==> src/rtl/systolic_pkg.sv <==
// rtl/systolic_pkg.sv - shared types and helpers for the systolic array slice
//
// Purpose: state encoding for the operand feeder, default array geometry,
//          and the lane slice helper used by the feeder and the array top.
// Ports:   none (package).

package systolic_pkg;

   localparam int DEF_N      = 2;
   localparam int DEF_DATA_W = 8;

   typedef enum logic [2:0] {
      IDLE  = 3'd0,
      CLEAR = 3'd1,
      FEED  = 3'd2,
      DRAIN = 3'd3,
      DONE  = 3'd4
   } feeder_state_t;

   // Low bit index of lane 'lane' in a packed vector of 'w'-bit lanes,
   // lane 0 at the LSBs. Use as vec[lane_lo(i, W) +: W].
   function automatic int lane_lo(input int lane, input int w);
      return lane * w;
   endfunction

endpackage

==> src/rtl/skew_delay_line.sv <==
// rtl/skew_delay_line.sv - fixed-depth operand delay line with zero injection
//
// Purpose: DEPTH-stage shift register for one operand lane. When shifting,
//          stage 0 takes din, or zero when zero_inj is high.
// Ports:   clk      - clock, rising edge
//          clr_n    - synchronous active-low clear of every stage
//          shift_en - advance the line this cycle
//          zero_inj - load zero into stage 0 instead of din
//          din      - lane operand in
//          dout     - last stage out

module skew_delay_line #(
   parameter int DEPTH = 1,
   parameter int W     = 8
) (
   input  logic         clk,
   input  logic         clr_n,
   input  logic         shift_en,
   input  logic         zero_inj,
   input  logic [W-1:0] din,
   output logic [W-1:0] dout
);

   logic [W-1:0] stage [DEPTH];

   always_ff @(posedge clk) begin
      if (!clr_n) begin
         for (int s = 0; s < DEPTH; s++) stage[s] <= '0;
      end else if (shift_en) begin
         stage[0] <= zero_inj ? '0 : din;
         for (int s = 1; s < DEPTH; s++) stage[s] <= stage[s-1];
      end
   end

   assign dout = stage[DEPTH-1];

endmodule

==> src/rtl/systolic_feeder.sv <==
// rtl/systolic_feeder.sv - skewed operand source and job sequencer for an N x N PE array
//
// Purpose: accepts one A column and one B row per handshake beat and emits
//          them skewed so row lane i / column lane j lag by i / j cycles.
//          Sequences each job: clear accumulators, feed K beats, drain, done.
// Ports:   clk      - clock, rising edge
//          rst      - synchronous active-low reset
//          start    - job request, sampled in IDLE only
//          k_len    - inner dimension K, latched with start
//          in_valid - a_col/b_row valid
//          in_ready - beat accepted this cycle when in_valid is also high
//          a_col    - lane i = A[i][k], lane 0 at LSBs
//          b_row    - lane j = B[k][j], lane 0 at LSBs
//          row_out  - lane i drives in1 of PE(i,0)
//          col_out  - lane j drives in2 of PE(0,j)
//          pe_clr   - accumulator clear for the PE array
//          busy     - job in progress
//          done     - one-cycle pulse, PE results final

module systolic_feeder
   import systolic_pkg::*;
#(
   parameter int N      = DEF_N,
   parameter int DATA_W = DEF_DATA_W,
   parameter int KW     = 8
) (
   input  logic                clk,
   input  logic                rst,
   input  logic                start,
   input  logic [KW-1:0]       k_len,
   input  logic                in_valid,
   output logic                in_ready,
   input  logic [N*DATA_W-1:0] a_col,
   input  logic [N*DATA_W-1:0] b_row,
   output logic [N*DATA_W-1:0] row_out,
   output logic [N*DATA_W-1:0] col_out,
   output logic                pe_clr,
   output logic                busy,
   output logic                done
);

   // Drain covers the deepest skew (N-1) plus the trip across the array
   // to the corner PE, which accumulates 2N-1 edges after the last beat.
   localparam int DCW = (2 * N > 2) ? $clog2(2 * N) : 1;
   localparam logic [DCW-1:0] DRAIN_LAST = DCW'(2 * N - 2);

   feeder_state_t  state;
   logic [KW-1:0]  k_reg;
   logic [KW-1:0]  beat_cnt;
   logic [DCW-1:0] drain_cnt;

   logic beat;
   logic running;
   logic line_clr_n;
   logic zero_inj;

   assign in_ready = (state == FEED);
   assign pe_clr   = (state == CLEAR);
   assign busy     = (state != IDLE);
   assign done     = (state == DONE);

   assign beat     = in_valid & in_ready;
   assign running  = (state == FEED) || (state == DRAIN);

   // Lines only move while a job is feeding or draining; everywhere else
   // they sit at zero so the array sees nothing stale between jobs.
   assign line_clr_n = rst & running;
   assign zero_inj   = ~beat;

   always_ff @(posedge clk) begin
      if (!rst) begin
         state     <= IDLE;
         k_reg     <= '0;
         beat_cnt  <= '0;
         drain_cnt <= '0;
      end else begin
         case (state)
            IDLE: begin
               if (start) begin
                  k_reg    <= k_len;
                  beat_cnt <= '0;
                  state    <= CLEAR;
               end
            end
            CLEAR: begin
               state <= (k_reg != '0) ? FEED : DONE;
            end
            FEED: begin
               if (beat) begin
                  beat_cnt <= beat_cnt + KW'(1);
                  if (beat_cnt == k_reg - KW'(1)) begin
                     drain_cnt <= '0;
                     state     <= DRAIN;
                  end
               end
            end
            DRAIN: begin
               if (drain_cnt == DRAIN_LAST) begin
                  state <= DONE;
               end else begin
                  drain_cnt <= drain_cnt + DCW'(1);
               end
            end
            DONE: begin
               state <= IDLE;
            end
            default: begin
               state <= IDLE;
            end
         endcase
      end
   end

   for (genvar g = 0; g < N; g++) begin : g_lane
      skew_delay_line #(
         .DEPTH (g + 1),
         .W     (DATA_W)
      ) u_row (
         .clk      (clk),
         .clr_n    (line_clr_n),
         .shift_en (running),
         .zero_inj (zero_inj),
         .din      (a_col[lane_lo(g, DATA_W) +: DATA_W]),
         .dout     (row_out[lane_lo(g, DATA_W) +: DATA_W])
      );

      skew_delay_line #(
         .DEPTH (g + 1),
         .W     (DATA_W)
      ) u_col (
         .clk      (clk),
         .clr_n    (line_clr_n),
         .shift_en (running),
         .zero_inj (zero_inj),
         .din      (b_row[lane_lo(g, DATA_W) +: DATA_W]),
         .dout     (col_out[lane_lo(g, DATA_W) +: DATA_W])
      );
   end

endmodule

==> config.mk <==
export PLATFORM = sky130hd
export DESIGN_NAME = systolic_feeder
export DESIGN_NICKNAME = d
export VERILOG_FILES = /design/src/rtl/systolic_pkg.sv /design/src/rtl/skew_delay_line.sv /design/src/rtl/systolic_feeder.sv
export SDC_FILE = /design/constraint.sdc
export NUM_CORES = 1
export LEC_CHECK = 0
export BUFFER_PORTS_ARGS = -buffer_cell sky130_fd_sc_hd__buf_2
export CAP_MARGIN = 25
export CORE_AREA = 2 2 71 140
export DETAILED_ROUTE_END_ITERATION = 10
export DIE_AREA = 0 0 73 142
export GPL_TIMING_DRIVEN = 0
export PLACE_DENSITY = 0.59
export SLEW_MARGIN = 20
export SYNTH_ARGS = -nofsm -noshare
export SYNTH_HDL_FRONTEND = slang
export SYNTH_SLANG_ARGS = --single-unit
==> constraint.sdc <==
create_clock -name clk -period 2.12 [get_ports clk]
set_input_delay 0.212 -clock clk [delete_from_list [all_inputs] [get_ports clk]]
set_output_delay 0.212 -clock clk [all_outputs]
set_load 0.02 [all_outputs]
Yosys cells after proc, flatten, opt, wreduce, memory -nomap -nowiden
Memories as Yosys holds them, arrays and structs flattened.
Index checks and enable logic that the tools add are counted.
W data, S select, Z words.
{"block": "op_classes", "n_addsub": 3, "n_eq_ne": 11, "muxes": 29, "bitwise": 6, "reduce_logical": 12}
{"cell": "$mux W8", "count": 12}
{"cell": "$pmux W8 S2", "count": 1}
{"cell": "$reduce_or A8 Y1", "count": 2}
{"cell": "$mux W3", "count": 5}
{"cell": "$pmux W3 S4", "count": 1}
{"cell": "$add A8 B1 Y8 const B", "count": 1}
{"cell": "$eq A8 B8 Y1", "count": 1}
{"cell": "$reduce_and A4 Y1", "count": 2}
{"cell": "$reduce_bool A8 Y1", "count": 1}
{"cell": "$sub A8 B1 Y8 const B", "count": 1}
{"cell": "$eq A3 B2 Y1 const B", "count": 2}
{"cell": "$mux W1", "count": 6}
{"cell": "$mux W2", "count": 3}
{"cell": "$ne A2 B1 Y1 const B", "count": 3}
{"cell": "$ne A2 B2 Y1 const B", "count": 2}
{"cell": "$or A1 B1 Y1", "count": 4}
{"cell": "$pmux W2 S2", "count": 1}
{"cell": "$reduce_bool A2 Y1", "count": 2}
{"cell": "$eq A3 B1 Y1 const B", "count": 1}
{"cell": "$eq A3 B3 Y1 const B", "count": 1}
{"cell": "$logic_not A3 Y1", "count": 1}
{"cell": "$reduce_and A3 Y1", "count": 1}
{"cell": "$reduce_bool A3 Y1", "count": 1}
{"cell": "$add A2 B1 Y2 const B", "count": 1}
{"cell": "other kinds (4)", "count": 5}
{"block": "totals", "ff_bits": 21, "ram_bits": 48, "out_inout_bits": 36, "elab_cells": 69, "n_memories": 4}
{"memory": "g_lane[1].u_col.stage", "depth": 2, "width": 8, "read_ports": 2, "rd_ports_with_merged_regs": 0, "write_ports": 2, "line": "skew_delay_line.sv:24", "rtl": "logic [W-1:0] stage [DEPTH];"}
{"memory": "g_lane[1].u_row.stage", "depth": 2, "width": 8, "read_ports": 2, "rd_ports_with_merged_regs": 0, "write_ports": 2, "line": "skew_delay_line.sv:24"}
{"memory": "g_lane[0].u_col.stage", "depth": 1, "width": 8, "read_ports": 1, "rd_ports_with_merged_regs": 0, "write_ports": 1, "line": "skew_delay_line.sv:24"}
{"memory": "g_lane[0].u_row.stage", "depth": 1, "width": 8, "read_ports": 1, "rd_ports_with_merged_regs": 0, "write_ports": 1, "line": "skew_delay_line.sv:24"}

Logic depth before layout (Yosys ltp)
{"block": "depth", "ltp_word": 7, "ltp_mapped": 9, "depth_no_buf": 8}

Cells and area by module
A second synthesis with hierarchy kept.
{"block": "unflattened", "cells_unflattened": 266, "hier_area_um2": 3306.9}
{"module": "systolic_feeder", "n_inst": 1, "cells_per_inst": 146, "area_per_inst_um2": 1236.2, "seq_area_each_um2": 420.4}
{"module": "skew_delay_line at g_lane[1].u_col", "n_inst": 1, "cells_per_inst": 43, "area_per_inst_um2": 711.9, "seq_area_each_um2": 480.5}
{"module": "skew_delay_line at g_lane[1].u_row", "n_inst": 1, "cells_per_inst": 43, "area_per_inst_um2": 705.7, "seq_area_each_um2": 480.5}
{"module": "skew_delay_line at g_lane[0].u_col ...", "n_inst": 2, "cells_per_inst": 17, "area_per_inst_um2": 326.6, "seq_area_each_um2": 240.2}

Least setup slack after synthesis
Ideal clock, no wire load.
{"block": "synth_path", "kind": "reg-to-reg", "from": "reg k_reg[0]", "to": "reg drain_cnt[0]", "setup_ns": 0.122, "arrival_time_ns": 1.617, "t_required_ns": 1.998, "slack_ns": 0.381, "stages_incl_launch_ff": 10, "period_less_slack_ns": 1.739, "cell_sequence": "dfxtp_1 > inv_1 > ha_1 > buf_4 > xnor2_1 > a21oi_1 > o21ai_0 > a211oi_1 > a21oi_2 > mux2i_1"}
{"block": "synth_between", "elab_chain_len": 4}
{"element": "start, declared", "line": "systolic_feeder.sv:48", "rtl": "logic [KW-1:0] k_reg;"}
{"element": "start signal, assigned", "line": "systolic_feeder.sv:80", "rtl": "k_reg <= k_len;"}
{"element": "$sub A8 B1 Y8", "line": "systolic_feeder.sv:91", "rtl": "if (beat_cnt == k_reg - KW'(1)) begin"}
{"element": "$eq A8 B8 Y1", "line": "systolic_feeder.sv:91"}
{"element": "$ne A2 B1 Y1 (no line)"}
{"element": "$reduce_and A4 Y1 (no line)"}
{"element": "end signal, assigned", "line": "systolic_feeder.sv:101", "rtl": "drain_cnt <= drain_cnt + DCW'(1);"}
{"element": "end, declared", "line": "systolic_feeder.sv:50", "rtl": "logic [DCW-1:0] drain_cnt;"}
Every way passes these cells.
A chain may end at the register's enable or synchronous reset.

Worst setup path after layout
Ends and elaborated chain as after synthesis.

==> results.txt <==
The run finished with clean final reports. Setup repair after global routing left no endpoint under its margin. The proportion of layout cells with a drive suffix above 1 was 0.282; the number of global-route vias before repair was 2261.

For the layout net count, the log shows 462. The first global-routing pass estimated 10.4 mm of wire. The number of port buffers is 79, and the half-perimeter wire length after detailed placement is 5.18 mm. The total routing usage reported by global routing was 0.133; the proportion of netlist area held by the largest area contributor was 0.457. The floorplan step defined a core boundary enclosing 9320 sq um.

The worst path arrival time came out at 2.12 ns. Highest ir drop seen on vdd: 0.000473 V. The tightest min-delay check is of the input port to register type. For this run, design rule violations remaining after detail routing come to 0. Power spread over the standard cell area amounts to 889 nW/um^2. The synthesized area per cell was 11.4 sq um; the count of H-tree levels built during CTS was 3.

After routing, the total negative slack on setup checks comes to 0 ns. The largest registers in the layout are g_lane.u_col.stage: 24 flops, g_lane.u_row.stage: 24 flops. The total length of routed wires was 6.70 mm; the part of the Yosys area used for sequential elements was 0.590. The count of endpoints failing setup in the final report was 0; the die area was 10400 sq um. Ranked by total cell area, the synthesized netlist is headed by sky130_fd_sc_hd__edfxtp_1, sky130_fd_sc_hd__dfxtp_1, sky130_fd_sc_hd__and3_1. Pin placement for this block handled 80 I/O pins. In the final routed layout, each cell accounts on average for 12.8 um. The number of cells produced by synthesis is 277, and the antenna diode count is 0. For this run, the top clock speed supported by timing is 526 MHz. For the pin with the worst max-slew slack, the measured transition is 0.513 ns. TritonCTS built the clock tree.

Register clock-pin slew on the reported worst setup and hold paths: 0.05 ns. For this block, the initial DRC count from the detailed router was 97. The biggest area consumer among synthesized cells is sky130_fd_sc_hd__edfxtp_1. Reported max-cap violation count: 0. The critical path is of the register to register type. For the starting utilization of the core area, the log shows 0.338. At the placement stage, the worst setup path has a slack of 0.221 ns. After global routing the overflow that remains totals 0. In this run the post-CTS setup repair buffer count came out at 0. STA classifies the critical path startpoint as a register. The number of flip-flops and latches in the synthesized netlist was 69; the power consumption was 3690 uW. The largest fanout of any net on the critical path was 8. The synthesized area was 3150 sq um; the number of standard-cell rows in the floorplan was 50.

For this design the static power due to leakage is 0.00195 uW. The yosys synthesis warning count was 0. In this run the clock root is driven by a sky130_fd_sc_hd__clkbuf_16.

Once the clock tree was built, the resizer swapped 0 gates to a different size. The worst max-slew margin expressed relative to the limit was 0.658; the final worst setup slack was 0.220 ns. The logs give 2351 for the routed via count and 0 for the final antenna-violating net count. Using the TritonRoute via totals, the vias-per-cell ratio works out to 4.50. STA puts the critical path data required time at 2.34 ns. The number of buffers inserted during clock tree synthesis is 9, and the maximum count of clock buffers along a single path is 2. The tools report the initial antenna violation count as 0. Measured along the x axis, the die boundary spans 73 um. Clock skew on the completed layout was measured at 0.00404 ns. Die outline height: 142 um. The number of distinct library cell variants in the gate-level netlist after synthesis is 37, and the worst hold slack after final layout is 0.129 ns.

The worst setup path is captured at a register. The area growth from synthesis to layout is 31.5%. For this design, the sink count on the clock tree is 69. The congestion estimate from routability-driven global placement came to 0.785.

Final clock period utilization by the worst path: 0.896. The final count of hold timing violations is 0. The length of the first detailed-routing pass in iterations is 4, and the final critical delay including setup and external delays is 1.90 ns. The cts-stage hold buffer count came out at 0.

Entering global routing, the biggest net connects 13 pins. The max-slew violation count is 0. The clock latency on the worst-skew pair is 0.33 ns.
## Yosys cell counts (all sizes together)
cell / instances
conb: 1
nor3b: 2
o21ai: 4
a21boi: 8
a22oi: 1
nor3: 3
xnor2: 8
nand2: 24
or4b: 1
nor4: 2
a211oi: 3
nor2b: 2
or4: 1
xor2: 7
a21oi: 6
dfxtp: 21
nand4: 1
mux2i: 4
a32oi: 2
nand2b: 5
ha: 4
edfxtp: 48
buf: 19
and2: 18
and3: 39
nor2: 17
o21bai: 2
clkbuf: 12
o2111ai: 1
inv: 6
nand3: 4
mux2: 1
## per-layer routing
metal  vias to the layer above  wire [um]  GRT usage
li1                       1182          -          -
met1                      1096       2410      0.132
met2                        56       3820      0.244
met3                        17        239     0.0290
met4                         0        227     0.0770
met5                         -          0          0
## worst max-delay path: stages (launching register included)
cell and delay, ns:
sky130_fd_sc_hd__dfxtp_1 0.44, sky130_fd_sc_hd__inv_1 0.10, sky130_fd_sc_hd__ha_1 0.20, sky130_fd_sc_hd__buf_4 0.16, sky130_fd_sc_hd__xnor2_1 0.12, sky130_fd_sc_hd__a21oi_1 0.13
sky130_fd_sc_hd__o21ai_0 0.12, sky130_fd_sc_hd__a211oi_1 0.28, sky130_fd_sc_hd__a21oi_2 0.12, sky130_fd_sc_hd__mux2i_1 0.12
## layout make-up
cell class | instances | area (sq um)
clock inverters | 6 | 63.8
inverters | 6 | 22.5
fillers | 917 | 5170
well taps | 104 | 130
multi-input cells | 218 | 1250
clock buffers | 10 | 229
plain buffers | 31 | 191
flip-flops and latches | 69 | 1860
repair buffers | 79 | 395
## logic make-up after synthesis
group | synth area share
simple gates | 0.206
flops | 0.590
buf+inv | 0.0679
compound gates | 0.0603
xor+xnor | 0.0417
mux | 0.0163
fa+ha+maj | 0.0159
other cells | 0.00119
## cells in the final DEF, fill, tap and decap left out, drive strengths merged
master    count
buf          98
edfxtp       48
conb         48
and3         39
nand2        24
clkbuf       22
dfxtp        21
and2         18
nor2         17
xnor2         8
a21boi        8
xor2          7
inv           6
a21oi         6
nand2b        5
nand3         4
mux2i         4
ha            4
o21ai         4
nor3          3
a211oi        3
clkinv        3
nor3b         2
o21bai        2
a32oi         2
nor2b         2
clkinvlp      2
nor4          2
mux2          1
or4b          1
or4           1
nand4         1
o2111ai       1
a22oi         1
bufinv        1
## where the power goes
part	total (uW)	internal, uW	switching [uW]
clock network	1470	908	562
logic	630	257	373
registers	1590	1530	58.4
## through the flow
step	instance area (sq um)	util	instances
final	4150	0.445	523
after global routing	4150	0.445	523
after CTS	4150	0.445	523
after detailed placement	3850	0.414	507
after global placement	3850	0.414	507
after floorplan	3330	-	324
## worst paths after layout
path | from | to | slack, ns | cells after the start
worst max-delay path | k_reg[0] | drain_cnt[0] | 0.22 | 9
worst min register to register | drain_cnt[1] | drain_cnt[1] | 0.47 | 2
worst max register to register | k_reg[0] | drain_cnt[0] | 0.22 | 9
worst min-delay path | k_len[4] | k_reg[4] | 0.13 | 3
Note: power is estimated with default switching activity, not from simulation.
